<file path="src/rtl/shared_div_ctrl.sv">
// shared_div_ctrl
//   Iterative divide/remainder unit shared by both Execute-stage issue lanes.
//   It covers ALU codes 6-9 (div, divu, rem, remu) and 38-41 (the W forms).
//   Lane 1 is older in program order, so it is always served first.
//   The Execute stage is held via stall until every requested result is
//   computed. The results are then presented from registers together with
//   one-cycle done pulses.
//
// Ports
//   clk, reset            clock, synchronous active-high reset
//   flush                 abort in-flight work (no done pulse, results kept)
//   req1/op1/a1/b1        lane 1 request, ALU code, dividend, divisor
//   req2/op2/a2/b2        lane 2 request, ALU code, dividend, divisor
//   stall                 hold the Execute stage (combinational)
//   done1/result1         lane 1 completion pulse and registered result
//   done2/result2         lane 2 completion pulse and registered result
module shared_div_ctrl #(
    parameter int unsigned XLEN = 64
) (
    input  logic            clk,
    input  logic            reset,
    input  logic            flush,
    input  logic            req1,
    input  logic [5:0]      op1,
    input  logic [XLEN-1:0] a1,
    input  logic [XLEN-1:0] b1,
    input  logic            req2,
    input  logic [5:0]      op2,
    input  logic [XLEN-1:0] a2,
    input  logic [XLEN-1:0] b2,
    output logic            stall,
    output logic            done1,
    output logic [XLEN-1:0] result1,
    output logic            done2,
    output logic [XLEN-1:0] result2
);

    localparam int unsigned CW = $clog2(XLEN) + 1;
    localparam logic [XLEN-1:0] MIN_X = {1'b1, {(XLEN-1){1'b0}}};
    localparam logic [XLEN-1:0] MIN_W = {{(XLEN-31){1'b1}}, {31{1'b0}}};

    typedef enum logic [1:0] {S_IDLE, S_ITER, S_FIX, S_DONE} state_t;

    function automatic logic op_valid(input logic [5:0] op);
        case (op)
            6'd6, 6'd7, 6'd8, 6'd9, 6'd38, 6'd39, 6'd40, 6'd41: return 1'b1;
            default:                                            return 1'b0;
        endcase
    endfunction

    // Architectural and working state
    state_t            state_q, state_d;
    logic              pend1_q, pend1_d, pend2_q, pend2_d;
    logic              txn1_q, txn1_d, txn2_q, txn2_d;
    logic [5:0]        l2_op_q, l2_op_d;
    logic [XLEN-1:0]   l2_a_q, l2_a_d, l2_b_q, l2_b_d;
    logic              cur_lane_q, cur_lane_d;
    logic              w_q, w_d, is_rem_q, is_rem_d;
    logic              qneg_q, qneg_d, rneg_q, rneg_d;
    logic              div0_q, div0_d, ovf_q, ovf_d;
    logic [XLEN-1:0]   ea_q, ea_d;
    logic [CW-1:0]     cnt_q, cnt_d;
    logic [XLEN-1:0]   dvd_q, dvd_d, rmd_q, rmd_d, dvs_q, dvs_d;
    logic              done1_q, done1_d, done2_q, done2_d;
    logic [XLEN-1:0]   result1_q, result1_d, result2_q, result2_d;

    // Combinational helpers
    logic              v1, v2;
    logic [5:0]        src_op;
    logic [XLEN-1:0]   src_a, src_b, src_ea, src_eb, mag_a, mag_b;
    logic              src_w, src_signed, src_rem, src_sa, src_sb;
    logic              src_div0, src_ovf, do_load;
    logic [XLEN:0]     shifted;
    logic [XLEN-1:0]   fix_val;

    assign v1 = req1 && op_valid(op1);
    assign v2 = req2 && op_valid(op2);

    always_comb begin
        stall = ((state_q == S_IDLE) && (v1 || v2)) ||
                (state_q == S_ITER) || (state_q == S_FIX);
    end

    // Operand source for the next load: live inputs in IDLE, the latched
    // lane 2 copy when chaining from lane 1's FIX cycle.
    always_comb begin
        if (state_q == S_IDLE) begin
            src_op = v1 ? op1 : op2;
            src_a  = v1 ? a1  : a2;
            src_b  = v1 ? b1  : b2;
        end else begin
            src_op = l2_op_q;
            src_a  = l2_a_q;
            src_b  = l2_b_q;
        end
        src_w      = src_op[5];
        src_signed = ~src_op[0];
        src_rem    = (src_op == 6'd8) || (src_op == 6'd9) ||
                     (src_op == 6'd40) || (src_op == 6'd41);
        if (src_w) begin
            src_ea = src_signed ? {{(XLEN-32){src_a[31]}}, src_a[31:0]}
                                : {{(XLEN-32){1'b0}}, src_a[31:0]};
            src_eb = src_signed ? {{(XLEN-32){src_b[31]}}, src_b[31:0]}
                                : {{(XLEN-32){1'b0}}, src_b[31:0]};
        end else begin
            src_ea = src_a;
            src_eb = src_b;
        end
        src_sa   = src_signed && src_ea[XLEN-1];
        src_sb   = src_signed && src_eb[XLEN-1];
        mag_a    = src_sa ? (~src_ea + 1'b1) : src_ea;
        mag_b    = src_sb ? (~src_eb + 1'b1) : src_eb;
        src_div0 = (src_eb == '0);
        // W operands are already sign-extended, so -1 is all ones in both widths
        src_ovf  = src_signed && (src_eb == '1) &&
                   (src_ea == (src_w ? MIN_W : MIN_X));
    end

    // Result formatting for the operation currently in FIX
    always_comb begin
        if (div0_q) begin
            fix_val = is_rem_q ? ea_q : '1;
        end else if (ovf_q) begin
            fix_val = is_rem_q ? '0 : ea_q;
        end else if (is_rem_q) begin
            fix_val = rneg_q ? (~rmd_q + 1'b1) : rmd_q;
        end else begin
            fix_val = qneg_q ? (~dvd_q + 1'b1) : dvd_q;
        end
        if (w_q) begin
            fix_val = {{(XLEN-32){fix_val[31]}}, fix_val[31:0]};
        end
    end

    always_comb begin
        state_d    = state_q;
        pend1_d    = pend1_q;
        pend2_d    = pend2_q;
        txn1_d     = txn1_q;
        txn2_d     = txn2_q;
        l2_op_d    = l2_op_q;
        l2_a_d     = l2_a_q;
        l2_b_d     = l2_b_q;
        cur_lane_d = cur_lane_q;
        w_d        = w_q;
        is_rem_d   = is_rem_q;
        qneg_d     = qneg_q;
        rneg_d     = rneg_q;
        div0_d     = div0_q;
        ovf_d      = ovf_q;
        ea_d       = ea_q;
        cnt_d      = cnt_q;
        dvd_d      = dvd_q;
        rmd_d      = rmd_q;
        dvs_d      = dvs_q;
        done1_d    = 1'b0;
        done2_d    = 1'b0;
        result1_d  = result1_q;
        result2_d  = result2_q;
        do_load    = 1'b0;
        shifted    = {rmd_q, dvd_q[XLEN-1]};

        case (state_q)
            S_IDLE: begin
                if (v1 || v2) begin
                    pend1_d    = v1;
                    pend2_d    = v2;
                    txn1_d     = v1;
                    txn2_d     = v2;
                    l2_op_d    = op2;
                    l2_a_d     = a2;
                    l2_b_d     = b2;
                    cur_lane_d = !v1;
                    do_load    = 1'b1;
                end
            end
            S_ITER: begin
                // Restoring step: quotient bits shift into the dividend register
                if (shifted >= {1'b0, dvs_q}) begin
                    rmd_d = shifted[XLEN-1:0] - dvs_q;
                    dvd_d = {dvd_q[XLEN-2:0], 1'b1};
                end else begin
                    rmd_d = shifted[XLEN-1:0];
                    dvd_d = {dvd_q[XLEN-2:0], 1'b0};
                end
                cnt_d = cnt_q - 1'b1;
                if (cnt_q == CW'(1)) begin
                    state_d = S_FIX;
                end
            end
            S_FIX: begin
                if (!cur_lane_q) begin
                    result1_d = fix_val;
                    pend1_d   = 1'b0;
                end else begin
                    result2_d = fix_val;
                    pend2_d   = 1'b0;
                end
                if (!cur_lane_q && pend2_q) begin
                    cur_lane_d = 1'b1;
                    do_load    = 1'b1;
                end else begin
                    state_d = S_DONE;
                    done1_d = txn1_q;
                    done2_d = txn2_q;
                end
            end
            S_DONE: begin
                state_d = S_IDLE;
            end
            default: begin
                state_d = S_IDLE;
            end
        endcase

        if (do_load) begin
            w_d      = src_w;
            is_rem_d = src_rem;
            qneg_d   = src_sa ^ src_sb;
            rneg_d   = src_sa;
            div0_d   = src_div0;
            ovf_d    = src_ovf;
            ea_d     = src_ea;
            cnt_d    = src_w ? CW'(32) : CW'(XLEN);
            // W magnitudes fit in 32 bits; pre-shift so the MSB-first loop
            // only needs 32 steps.
            dvd_d    = src_w ? (mag_a << 32) : mag_a;
            rmd_d    = '0;
            dvs_d    = mag_b;
            state_d  = (src_div0 || src_ovf) ? S_FIX : S_ITER;
        end

        if (flush) begin
            state_d = S_IDLE;
            pend1_d = 1'b0;
            pend2_d = 1'b0;
            txn1_d  = 1'b0;
            txn2_d  = 1'b0;
            done1_d = 1'b0;
            done2_d = 1'b0;
        end
    end

    always_ff @(posedge clk) begin
        if (reset) begin
            state_q    <= S_IDLE;
            pend1_q    <= 1'b0;
            pend2_q    <= 1'b0;
            txn1_q     <= 1'b0;
            txn2_q     <= 1'b0;
            l2_op_q    <= '0;
            l2_a_q     <= '0;
            l2_b_q     <= '0;
            cur_lane_q <= 1'b0;
            w_q        <= 1'b0;
            is_rem_q   <= 1'b0;
            qneg_q     <= 1'b0;
            rneg_q     <= 1'b0;
            div0_q     <= 1'b0;
            ovf_q      <= 1'b0;
            ea_q       <= '0;
            cnt_q      <= '0;
            dvd_q      <= '0;
            rmd_q      <= '0;
            dvs_q      <= '0;
            done1_q    <= 1'b0;
            done2_q    <= 1'b0;
            result1_q  <= '0;
            result2_q  <= '0;
        end else begin
            state_q    <= state_d;
            pend1_q    <= pend1_d;
            pend2_q    <= pend2_d;
            txn1_q     <= txn1_d;
            txn2_q     <= txn2_d;
            l2_op_q    <= l2_op_d;
            l2_a_q     <= l2_a_d;
            l2_b_q     <= l2_b_d;
            cur_lane_q <= cur_lane_d;
            w_q        <= w_d;
            is_rem_q   <= is_rem_d;
            qneg_q     <= qneg_d;
            rneg_q     <= rneg_d;
            div0_q     <= div0_d;
            ovf_q      <= ovf_d;
            ea_q       <= ea_d;
            cnt_q      <= cnt_d;
            dvd_q      <= dvd_d;
            rmd_q      <= rmd_d;
            dvs_q      <= dvs_d;
            done1_q    <= done1_d;
            done2_q    <= done2_d;
            result1_q  <= result1_d;
            result2_q  <= result2_d;
        end
    end

    assign done1   = done1_q;
    assign done2   = done2_q;
    assign result1 = result1_q;
    assign result2 = result2_q;

endmodule

</file>
<file path="config.mk">
export PLATFORM = sky130hd
export DESIGN_NAME = shared_div_ctrl
export DESIGN_NICKNAME = d
export VERILOG_FILES = /design/src/rtl/shared_div_ctrl.sv
export SDC_FILE = /design/constraint.sdc
export NUM_CORES = 2
export LEC_CHECK = 0
export ABC_AREA = 1
export BUFFER_PORTS_ARGS = -buffer_cell sky130_fd_sc_hd__buf_2
export CORE_MARGIN = 8
export CORE_UTILIZATION = 30
export CTS_BUF_LIST = sky130_fd_sc_hd__clkbuf_4 sky130_fd_sc_hd__clkbuf_8
export DETAILED_ROUTE_END_ITERATION = 7
export PLACE_DENSITY = 0.53
export SLEW_MARGIN = 10
export SYNTH_ARGS = -nofsm -noshare
export SYNTH_HDL_FRONTEND = slang
export SYNTH_SLANG_ARGS = --single-unit
</file>
<file path="constraint.sdc">
create_clock -name clk -period 9.15 [get_ports clk]
set_input_delay 2.2875 -clock clk [delete_from_list [all_inputs] [get_ports clk]]
set_output_delay 2.2875 -clock clk [all_outputs]
set_load 0.005 [all_outputs]
</file>
==> reports/results.tsv <==
stage	metric	value	unit
global_routing	initial antenna violation count	8	
power	worst vdd ir	0.107	mV
worst_setup_path	R2R cell count	12	
finish	FF/Latch Area	0.0108	mm2
placed_design	# port buffers	403	
timing	max-slew violation count	0	
timing	# setup viols final	0	
timing	Tmin final	7260	ps
cts	CTS root buffer	clkbuf_8	
cts	clk_lat worst skew	800	ps
worst_setup_path	R2R Setup Slk	4010	ps
placed_design	Final Wtd Congestion	1.01	
timing	setup_tns	0	ps
min_path	Hold WC Path Type	flop to flop	
yosys	top-area cell type share of the netlist area	0.271	
yosys	top cell type by total area after synthesis	dfxtp_1	
finish	multi-input logic area	0.0245	mm2
yosys	Yosys cell types	62	
worst_setup_path	crit path max fanout	87	
timing	Fin. Hold Viols	0	
global_routing	Overall Global Routing Usage	0.249	
timing	fin crit share	0.794	
cts	hold buffers post-CTS	0	
cts	Sink Count	539	
route	via/cell ratio	5.24	
floorplan	# rows	133	
floorplan	I/O pin count	404	
cts	# H-tree levels	3	
timing	Max-slew headroom	0.234	
route	WL per Instance	21.8	um
cts	Clk pin slew, worst setup/hold paths	60	ps
yosys	mapped cell area	0.0398	mm2
finish	filler instances	14900	
timing	worst slew pin tran	1150	ps
yosys	syn_area_per_cell	5.91	um2
route	post-route ant nets	0	
power	Pleak	21.4	nW
timing	RSZ-0062 raised after global routing	no	
yosys	Syn Inst Count	6736	
worst_setup_path	FF-to-FF End	dvs_q[10]$_SDFFE_PP0P_	
yosys	async set-or-reset flop fraction in the synthesized netlist	0	
worst_setup_path	Crit. Startpoint	op1[4]	
finish	nets	7297	
timing	fmax	138	MHz
route	Vias	46000	
global_routing	global-route wire length before repair	281000	um
yosys	register area share after synthesis	0.271	
cts	CTS tree	yes	
cts	CTS buffer count	103	
route	final WL	191000	um
yosys	Commonest cells post-synth	1826 x nand2_1, 779 x inv_1, 647 x nor2_1	
finish	Final Core Density	0.344	
worst_setup_path	worst reg2reg startpoint	state_q[1]$_SDFFE_PP0P_	
route	DRC	0	
floorplan	Die Area	0.145	mm2
yosys	top cells by area, synth	dfxtp_1 27%, nand2_1 17%, a21oi_1 7.4%	
floorplan	initial core utilization	0.302	
cts	Post-CTS Setup Inserts	0	
placed_design	Post-DP HPWL	150000	um
worst_setup_path	Startpoint Class	primary input	
worst_setup_path	crit path to	stall	
cts	PostCTS Resize Cnt	0	
route	Initial DRT Pass Iterations	6	
timing	Clock Skew	53.9	ps
yosys	Warnings, synthesis	0	
finish	layout cell share with drive strength beyond 1	0.109	
yosys	most common cell in the netlist	nand2_1	
run_status	status	completed	
floorplan	Die Height	380	um
global_routing	largest net degree at the start of global routing	153	
finish	Area Overhead vs Synth	13.8	%
yosys	Main synth FF type	dfxtp_1	
worst_setup_path	Crit. End Element	output pin	
global_routing	GRT Residual Overflow	0	
global_routing	number of global-route vias before repair	43000	
job	Max Cap Viol	0	
power	Pwr Density	192	mW/mm2
cts	Max clock buf depth	3	
route	1st-iter DRT viols	4734	
worst_setup_path	Worst EP required	6860	ps
yosys	syn_nets	7081	
yosys	Yosys reg bits	539	
worst_setup_path	crit path kind	primary input to output pin	
yosys	Post-synth EDFFs	0	
floorplan	CORE AREA	0.132	mm2
floorplan	Die X-Extent	380	um
worst_setup_path	worst path arrival time	4970	ps
[area by class of cell]
type / count / share of cell area
inverters: 812 / 0.0677
repair buffers: 451 / 0.0531
clock buffers: 166 / 0.0454
well taps: 1755 / 0.0485
flip-flops and latches: 539 / 0.238
clock inverters: 17 / 0.00533
multi-input cells: 5045 / 0.541
diodes: 3 / 0.000166
[state kept, by name, indices dropped and copies added (netlist names), 6 cells and up]
signal / count
cnt_q: 7
dvd_q: 64
dvs_q: 64
ea_q: 64
l2_a_q: 64
l2_b_q: 64
l2_op_q: 6
result1: 64
result2: 64
rmd_q: 64
[power by group]
group / internal, mW / leakage, nW / switching (mW)
clock: 1.56 / 1.22 / 1.15
sequential: 2.48 / 4.38 / 0.119
combinational: 0.922 / 15.8 / 2.47
[stage by stage]
stage                     hold WS [ps]  cells  area [um2]  setup WS [ps]  power [mW]
after floorplan                    408   6736       39800           3420        4.78
after global placement             426   8602       43000           1960        5.96
after detailed placement           425   8602       43000           1890        5.95
after CTS                          435   8785       45300           1880        8.69
after global routing               464   8786       45300           1680        9.18
final                              438   8788       45300           1890        8.70
[critical path, cell delays in order]
cell and delay [ps]:
buf_2 110, nor2_4 400, nand3_2 280, nand2_4 410, nand2_2 470, nand2_4 270
inv_4 300, nand3_1 220, buf_2 190
[placed cells by master (no fill, tap or decap), drive strengths merged, types with 35 or more instances in the layout]
cell	netlist	routed
a21oi	592	592
nand3	528	528
inv	802	805
nor2	684	684
nor3	94	94
nand3b	35	35
dfxtp	539	539
o22ai	99	99
o211ai	51	51
xor2	68	68
o21a	62	62
nand4	85	85
xnor2	44	44
o21ai	609	609
nand2	1844	1844
clkbuf	212	166
ha	71	71
buf	128	451
[routing by layer]
layer  share of wire  wire length, um  vias to the layer above  GRT usage
met5               0                0                        -          0
met4           0.033             6360                        0     0.0831
met3           0.070            13400                      237     0.0373
met2            0.44            84600                     1809      0.394
li1                -                -                    22500          -
met1            0.45            87000                    21500      0.347
[worst min-delay path by stage]
stage | from | end | depth (start not counted)
finish | txn1_q$_SDFFE_PP0P_ | done1$_SDFF_PP0_ | 2
detailed placement | txn1_q$_SDFFE_PP0P_ | done1$_SDFF_PP0_ | 2
global route | txn2_q$_SDFFE_PP0P_ | done2$_SDFF_PP0_ | 2
CTS | txn2_q$_SDFFE_PP0P_ | done2$_SDFF_PP0_ | 2
floorplan | txn1_q$_SDFFE_PP0P_ | done1$_SDFF_PP0_ | 2
global placement | txn2_q$_SDFFE_PP0P_ | done2$_SDFF_PP0_ | 2
[kinds of logic after synthesis]
group	count (synthesis)	synth area share
simple gates	3324	0.354
buf+inv	1152	0.114
compound gates	1535	0.212
xor+xnor	112	0.0247
flops	539	0.271
fa+ha+maj	72	0.0228
mux	2	0.000503
No activity file was read; power rests on OpenSTA's default activity.
